[src/rtl/cpu_pkg.sv]
// Shared CPU definitions: instruction type codes and hazard controller FSM states.
package cpu_pkg;

   typedef enum logic [4:0] {
      ITYPE_NOP      = 5'd0,
      ITYPE_LOAD_IMM = 5'd1,
      ITYPE_LOAD_MEM = 5'd2,
      ITYPE_STORE    = 5'd3,
      ITYPE_ALU      = 5'd4,
      ITYPE_JUMP     = 5'd5
   } itype_e;

   typedef enum logic [1:0] {
      CTRL_RUN    = 2'd0,
      CTRL_STALL  = 2'd1,
      CTRL_SQUASH = 2'd2
   } ctrl_state_e;

endpackage

[src/rtl/cycle_down_counter.sv]
// Loadable 4-bit down counter; stops at zero and flags it.
module cycle_down_counter (
   input  logic       clk,
   input  logic       rst,
   input  logic       load,
   input  logic [3:0] load_val,
   input  logic       dec,
   output logic       zero
);

   logic [3:0] count;

   always_ff @(posedge clk or negedge rst) begin
      if (!rst)
         count <= 4'd0;
      else if (load)
         count <= load_val;
      else if (dec && (count != 4'd0))
         count <= count - 4'd1;
   end

   assign zero = (count == 4'd0);

endmodule

[src/rtl/hazard_stall_controller.sv]
// Load-use stall and taken-jump squash/redirect sequencer beside the decode stage.
// Optional cycle counters for stall/squash are enabled by HAZARD_STALL_CONTROLLER_PERF_EN.
//
// state       | meaning
// CTRL_RUN    | normal flow; stall asserted combinationally on a load-use hazard
// CTRL_STALL  | remaining load-latency cycles, decode and fetch held
// CTRL_SQUASH | wrong-path decode contents squashed after a redirect
module hazard_stall_controller
   import cpu_pkg::*;
#(
   parameter int LOAD_LATENCY  = 2,
   parameter int SQUASH_CYCLES = 1
) (
   input  logic        clk,
   input  logic        rst,
   input  logic [4:0]  decode_instruction_type,
   input  logic [4:0]  decode_src_reg_0,
   input  logic        decode_src_reg_0_valid,
   input  logic [4:0]  decode_src_reg_1,
   input  logic        decode_src_reg_1_valid,
   input  logic [4:0]  ex_instruction_type,
   input  logic [4:0]  ex_dest_reg,
   input  logic [31:0] jump_condition,
   input  logic [31:0] jump_address,
   output logic        stall,
   output logic        squash,
   output logic        pc_hold,
   output logic        pc_load,
   output logic [31:0] pc_target,
   output logic [1:0]  ctrl_state
`ifdef HAZARD_STALL_CONTROLLER_PERF_EN
   ,
   output logic [31:0] perf_stall_cycles,
   output logic [31:0] perf_squash_cycles
`endif
);

   // The detecting RUN cycle already stalls, so STALL itself lasts LOAD_LATENCY-1 cycles.
   localparam logic [3:0] STALL_LOAD  = 4'((LOAD_LATENCY > 1) ? (LOAD_LATENCY - 2) : 0);
   localparam logic [3:0] SQUASH_LOAD = 4'(SQUASH_CYCLES - 1);

   ctrl_state_e state, state_next;
   logic        hazard, taken, take_jump;
   logic        cnt_load, cnt_dec, cnt_zero;
   logic [3:0]  cnt_load_val;

   assign hazard = (ex_instruction_type == ITYPE_LOAD_MEM) &&
                   ((decode_src_reg_0_valid && (decode_src_reg_0 == ex_dest_reg)) ||
                    (decode_src_reg_1_valid && (decode_src_reg_1 == ex_dest_reg)));
   assign taken  = (decode_instruction_type == ITYPE_JUMP) && (jump_condition != 32'd0) && !hazard;

   cycle_down_counter u_cycle_down_counter (
      .clk      (clk),
      .rst      (rst),
      .load     (cnt_load),
      .load_val (cnt_load_val),
      .dec      (cnt_dec),
      .zero     (cnt_zero)
   );

   always_ff @(posedge clk or negedge rst) begin
      if (!rst)
         state <= CTRL_RUN;
      else
         state <= state_next;
   end

   always_comb begin
      state_next   = state;
      cnt_load     = 1'b0;
      cnt_load_val = 4'd0;
      cnt_dec      = 1'b0;
      take_jump    = 1'b0;
      case (state)
         CTRL_RUN: begin
            if (hazard) begin
               if (LOAD_LATENCY > 1) begin
                  state_next   = CTRL_STALL;
                  cnt_load     = 1'b1;
                  cnt_load_val = STALL_LOAD;
               end
            end else if (taken) begin
               state_next   = CTRL_SQUASH;
               cnt_load     = 1'b1;
               cnt_load_val = SQUASH_LOAD;
               take_jump    = 1'b1;
            end
         end
         CTRL_STALL, CTRL_SQUASH: begin
            if (cnt_zero)
               state_next = CTRL_RUN;
            else
               cnt_dec = 1'b1;
         end
         default: state_next = CTRL_RUN;
      endcase
   end

   always_ff @(posedge clk or negedge rst) begin
      if (!rst) begin
         pc_load   <= 1'b0;
         pc_target <= 32'd0;
      end else begin
         pc_load <= take_jump;
         if (take_jump)
            pc_target <= jump_address;
      end
   end

   // Gated by rst so a hazard pattern on the inputs cannot stall during reset.
   assign stall      = rst && ((state == CTRL_STALL) || ((state == CTRL_RUN) && hazard));
   assign squash     = (state == CTRL_SQUASH);
   assign pc_hold    = stall;
   assign ctrl_state = state;

`ifdef HAZARD_STALL_CONTROLLER_PERF_EN
   always_ff @(posedge clk or negedge rst) begin
      if (!rst) begin
         perf_stall_cycles  <= 32'd0;
         perf_squash_cycles <= 32'd0;
      end else begin
         if (stall && (perf_stall_cycles != 32'hFFFF_FFFF))
            perf_stall_cycles <= perf_stall_cycles + 32'd1;
         if (squash && (perf_squash_cycles != 32'hFFFF_FFFF))
            perf_squash_cycles <= perf_squash_cycles + 32'd1;
      end
   end
`else
   // Performance counters are not built in this configuration.
`endif

endmodule

[config.mk]
export PLATFORM = sky130hd
export DESIGN_NAME = hazard_stall_controller
export DESIGN_NICKNAME = d
export VERILOG_FILES = /design/src/rtl/cpu_pkg.sv /design/src/rtl/cycle_down_counter.sv /design/src/rtl/hazard_stall_controller.sv
export SDC_FILE = /design/constraint.sdc
export NUM_CORES = 1
export LEC_CHECK = 0
export CORE_MARGIN = 4
export CORE_UTILIZATION = 26
export CTS_CLUSTER_SIZE = 30
export DETAILED_ROUTE_END_ITERATION = 12
export PLACE_DENSITY = 0.73
export SLEW_MARGIN = 40
export SYNTH_ARGS = -nofsm -noshare
export SYNTH_HDL_FRONTEND = slang
export SYNTH_SLANG_ARGS = --single-unit
[constraint.sdc]
create_clock -name clk -period 6.5 [get_ports clk]
set_input_delay 1.95 -clock clk [delete_from_list [all_inputs] [get_ports clk]]
set_output_delay 1.95 -clock clk [all_outputs]
set_load 0.03 [all_outputs]
==> impl_metrics.csv <==
group,metric,value,unit
outcome,status,"finished, final reports clean",
setup_path,setup.worst_path.start_class,"input port",
timing,slew_headroom,0.595,
synthesis,avgSynthCellArea,14.3,µm²
synthesis,synth_seq_cells,39,
timing,worst_pin_slew,0.603,ns
setup_path,r2r_setup_slack,4.31,ns
timing,skew,0.00820,ns
global_route,antenna_found_initial,0,
die,core,7250,µm²
synthesis,syn-num-nets,233,
clocking,cts-root-buf,"clkbuf_8",
min_path,hold_path_end,"pc_target[26]$_DFFE_PN0P_",
synthesis,ys_seq_area_frac,0.503,
min_path,hold_depth,1,
synthesis,synth-simple-area-share,0.0987,
synthesis,synth_compound_area_frac,0.0394,
power,power.leakage,1.41,nW
setup_path,reg2reg_to,"pc_target[25]$_DFFE_PN0P_",
setup_path,cp.required,4.55,ns
synthesis,synth_top_family_by_area,"multiplexers",
die,die_w,94.4,µm
setup_path,crit_slowest_cell,"clkdlybuf4s50_1",
layout,post-route-cell-area,3420,µm²
global_route,grt_max_degree,40,
synthesis,synth_fa_ha_area_frac,0.0258,
global_route,first_global_vias,1732,
timing,final_max_slew_viol_count,0,
route,drcViolationCount,0,
die,die_h,94.4,µm
global_route,grt_busiest_layer,"met2",
min_path,hp-class,"flip-flop to flip-flop",
die,die_area,8900,µm²
power,max-vdd-ir-drop,181,µV
clocking,cts_hold_buf,0,
clocking,cts.sinks,39,
synthesis,synth_edf_count,0,
clocking,clock_path_buffers,2,
synthesis,synthTopCellsByArea,"dfrtp_1 50%, mux2_4 22%, nor4_1 3.9%, xor2_1 3.6%, ha_1 2.6%",
clocking,h-tree-depth,2,
timing,hold_violations,0,
clocking,postCtsSetupBuffers,0,
job,maxCapViolCount,0,
global_route,grt_util_met1,0.152,
setup_path,worst-setup-path-type,"input port to output pin",
synthesis,synthCells,136,
synthesis,synth_top_area_cell,"dfrtp_1",
synthesis,syn-cell-area,1940,µm²
route,first_pass_iters,4,
placement,place_hpwl,4.59,mm
timing,tns,0,ns
timing,min_period,6.10,ns
route,drt_iter0_drc,23,
setup_path,crit_start,"ex_dest_reg[0]",
setup_path,cp-end-kind,"output pin",
clocking,postCtsResizedCells,0,
setup_path,reg2reg_depth,6,
clocking,clk_latency,0.28,ns
setup_path,reg2reg_from,"ctrl_state[0]$_DFFE_PN0P_",
route,wl_per_cell,15.3,µm
route,ant_nets,0,
timing,max_freq,0.164,GHz
clocking,clk_pin_slew,0.07,ns
setup_path,path_max_fanout,4,
die,io_pins,131,
placement,place_area,3320,µm²
layout,fillers,681,
global_route,grt.overflow.total,0,
layout,area_delta_synth_final,76.6,%
min_path,min-delay-start,"pc_target[26]$_DFFE_PN0P_",
synthesis,ys_warn_count,0,
global_route,grt_pass1_wl,8.78,mm
placement,port_buffers,130,
route,drt-vias-per-instance,4.32,
layout,diodes,0,
synthesis,synth_mux_area_frac,0.242,
synthesis,synth.distinct_cells,23,
placement,gp_congestion,0.794,
global_route,grt.total_usage,0.127,
power,p_per_area,340,nW/µm²
setup_path,cp.arrival,4.15,ns
layout,drive_above_1_share,0.170,
setup_path,path_cells,"clkdlybuf4s50_1, xor2_1, nor4_1, and4_4, o21a_1, o21a_1, clkdlybuf4s50_1",
clocking,numCtsBuffers,5,
timing,post-route-period-util,0.939,
route,vias,1597,
synthesis,synth_top_area_frac,0.503,
clocking,cts_tree,"done",
timing,setup_viol,0,
timing,rsz0062_at_grt,"no",
global_route,gr-usage-met2,0.220,
synthesis,synth_xor_area_frac,0.0542,
die,initial_utilization,0.267,
setup_path,max_stage_delay,0.70,ns
synthesis,synth_ff_type,"dfrtp_1",
die,rows,31,
global_route,grtUsageMet3,0.0343,
route,routed_wl,5.68,mm
layout,finalNetCount,368,
synthesis,async_reset_ff_frac,1.00,
==> per-stage QoR <==
step	worst slack, ns	power, W	utilization	hold WS (ns)	cells
after floorplan	1.27	0.000722	-	0.495	136
after global placement	0.416	0.000972	0.458	0.489	363
after detailed placement	0.391	0.000984	0.458	0.493	363
after CTS	0.385	0.00118	0.472	0.514	370
after global routing	0.225	0.00124	0.472	0.535	370
final	0.396	0.00116	0.472	0.506	370
==> per-layer routing <==
layer | part of all wire | vias to the layer above
li1 | - | 755
met1 | 0.40 | 775
met2 | 0.51 | 54
met3 | 0.070 | 13
met4 | 0.021 | 0
met5 | 0 | -
==> flip-flops by register name, summed over array words and instances, names as in the netlist <==
register	count
u_cycle_down_counter.count	4
ctrl_state	2
pc_target	32
pc_load	1
==> critical path: cells and delay by family <==
kind	cells	cell delay [ns]
xor gates and xnor gates	1	0.18
and+or+nand+nor	2	0.58
buffers and inverters	2	1.16
AOI/OAI and AO/OA	2	0.28
==> worst max-delay path by stage <==
stage          endpoint  cells past startpoint
2_1_floorplan     stall                      6
3_3_place_gp      stall                      7
3_5_place_dp      stall                      7
4_1_cts           stall                      7
5_1_grt           stall                      7
6_report          stall                      7
==> synthesized netlist by cell type, types with 2 or more instances <==
library cell / count
a21oi_1: 3
buf_8: 3
ha_1: 4
xor2_1: 8
nor4_1: 12
dfrtp_1: 39
and4_4: 2
inv_1: 5
mux2_2: 3
nand2b_1: 2
o31a_2: 2
xnor2_1: 4
nor2_1: 8
nand4_1: 2
mux2_4: 29
o21a_1: 3
==> layout by cell type, fill, tap and decap left out, types with 2 or more instances in the layout <==
master / n
mux2_2: 3
nand4_1: 2
mux2_4: 29
a21oi_1: 3
dfrtp_1: 39
o21a_1: 3
ha_1: 4
inv_1: 5
clkbuf_8: 5
o31a_2: 2
and4_4: 2
xnor2_1: 4
xor2_1: 8
clkdlybuf4s50_1: 129
buf_4: 2
nor4_1: 12
nor2_1: 8
nand2b_1: 2
==> cell type report <==
class,count,area (µm²),area share
repair buffers,132,1310,0.383
flip-flops and latches,39,976,0.285
multi-input cells,88,892,0.261
well taps,99,124,0.0362
clock buffers,6,72.6,0.0212
clock inverters,1,30.0,0.00877
inverters,5,18.8,0.00548
==> power breakdown <==
group	leakage, nW	total, W	switching, W	internal, W
clock network	0.0513	0.000190	0.0000776	0.000112
logic	0.875	0.000591	0.000283	0.000308
registers	0.484	0.000384	0.0000509	0.000333
total	1.41	0.00116	0.000411	0.000753
==> cell families (layout without fill, tap and decap cells) <==
family,count (synthesis),in the layout
buffers and inverters,9,144
XOR/XNOR,12,12
multiplexers,32,32
AND/OR/NAND/NOR,29,29
flip-flops,39,39
AO/OA/AOI/OAI,11,11
adder cells (fa/ha/maj),4,4
(Power assumes the default switching activity.)
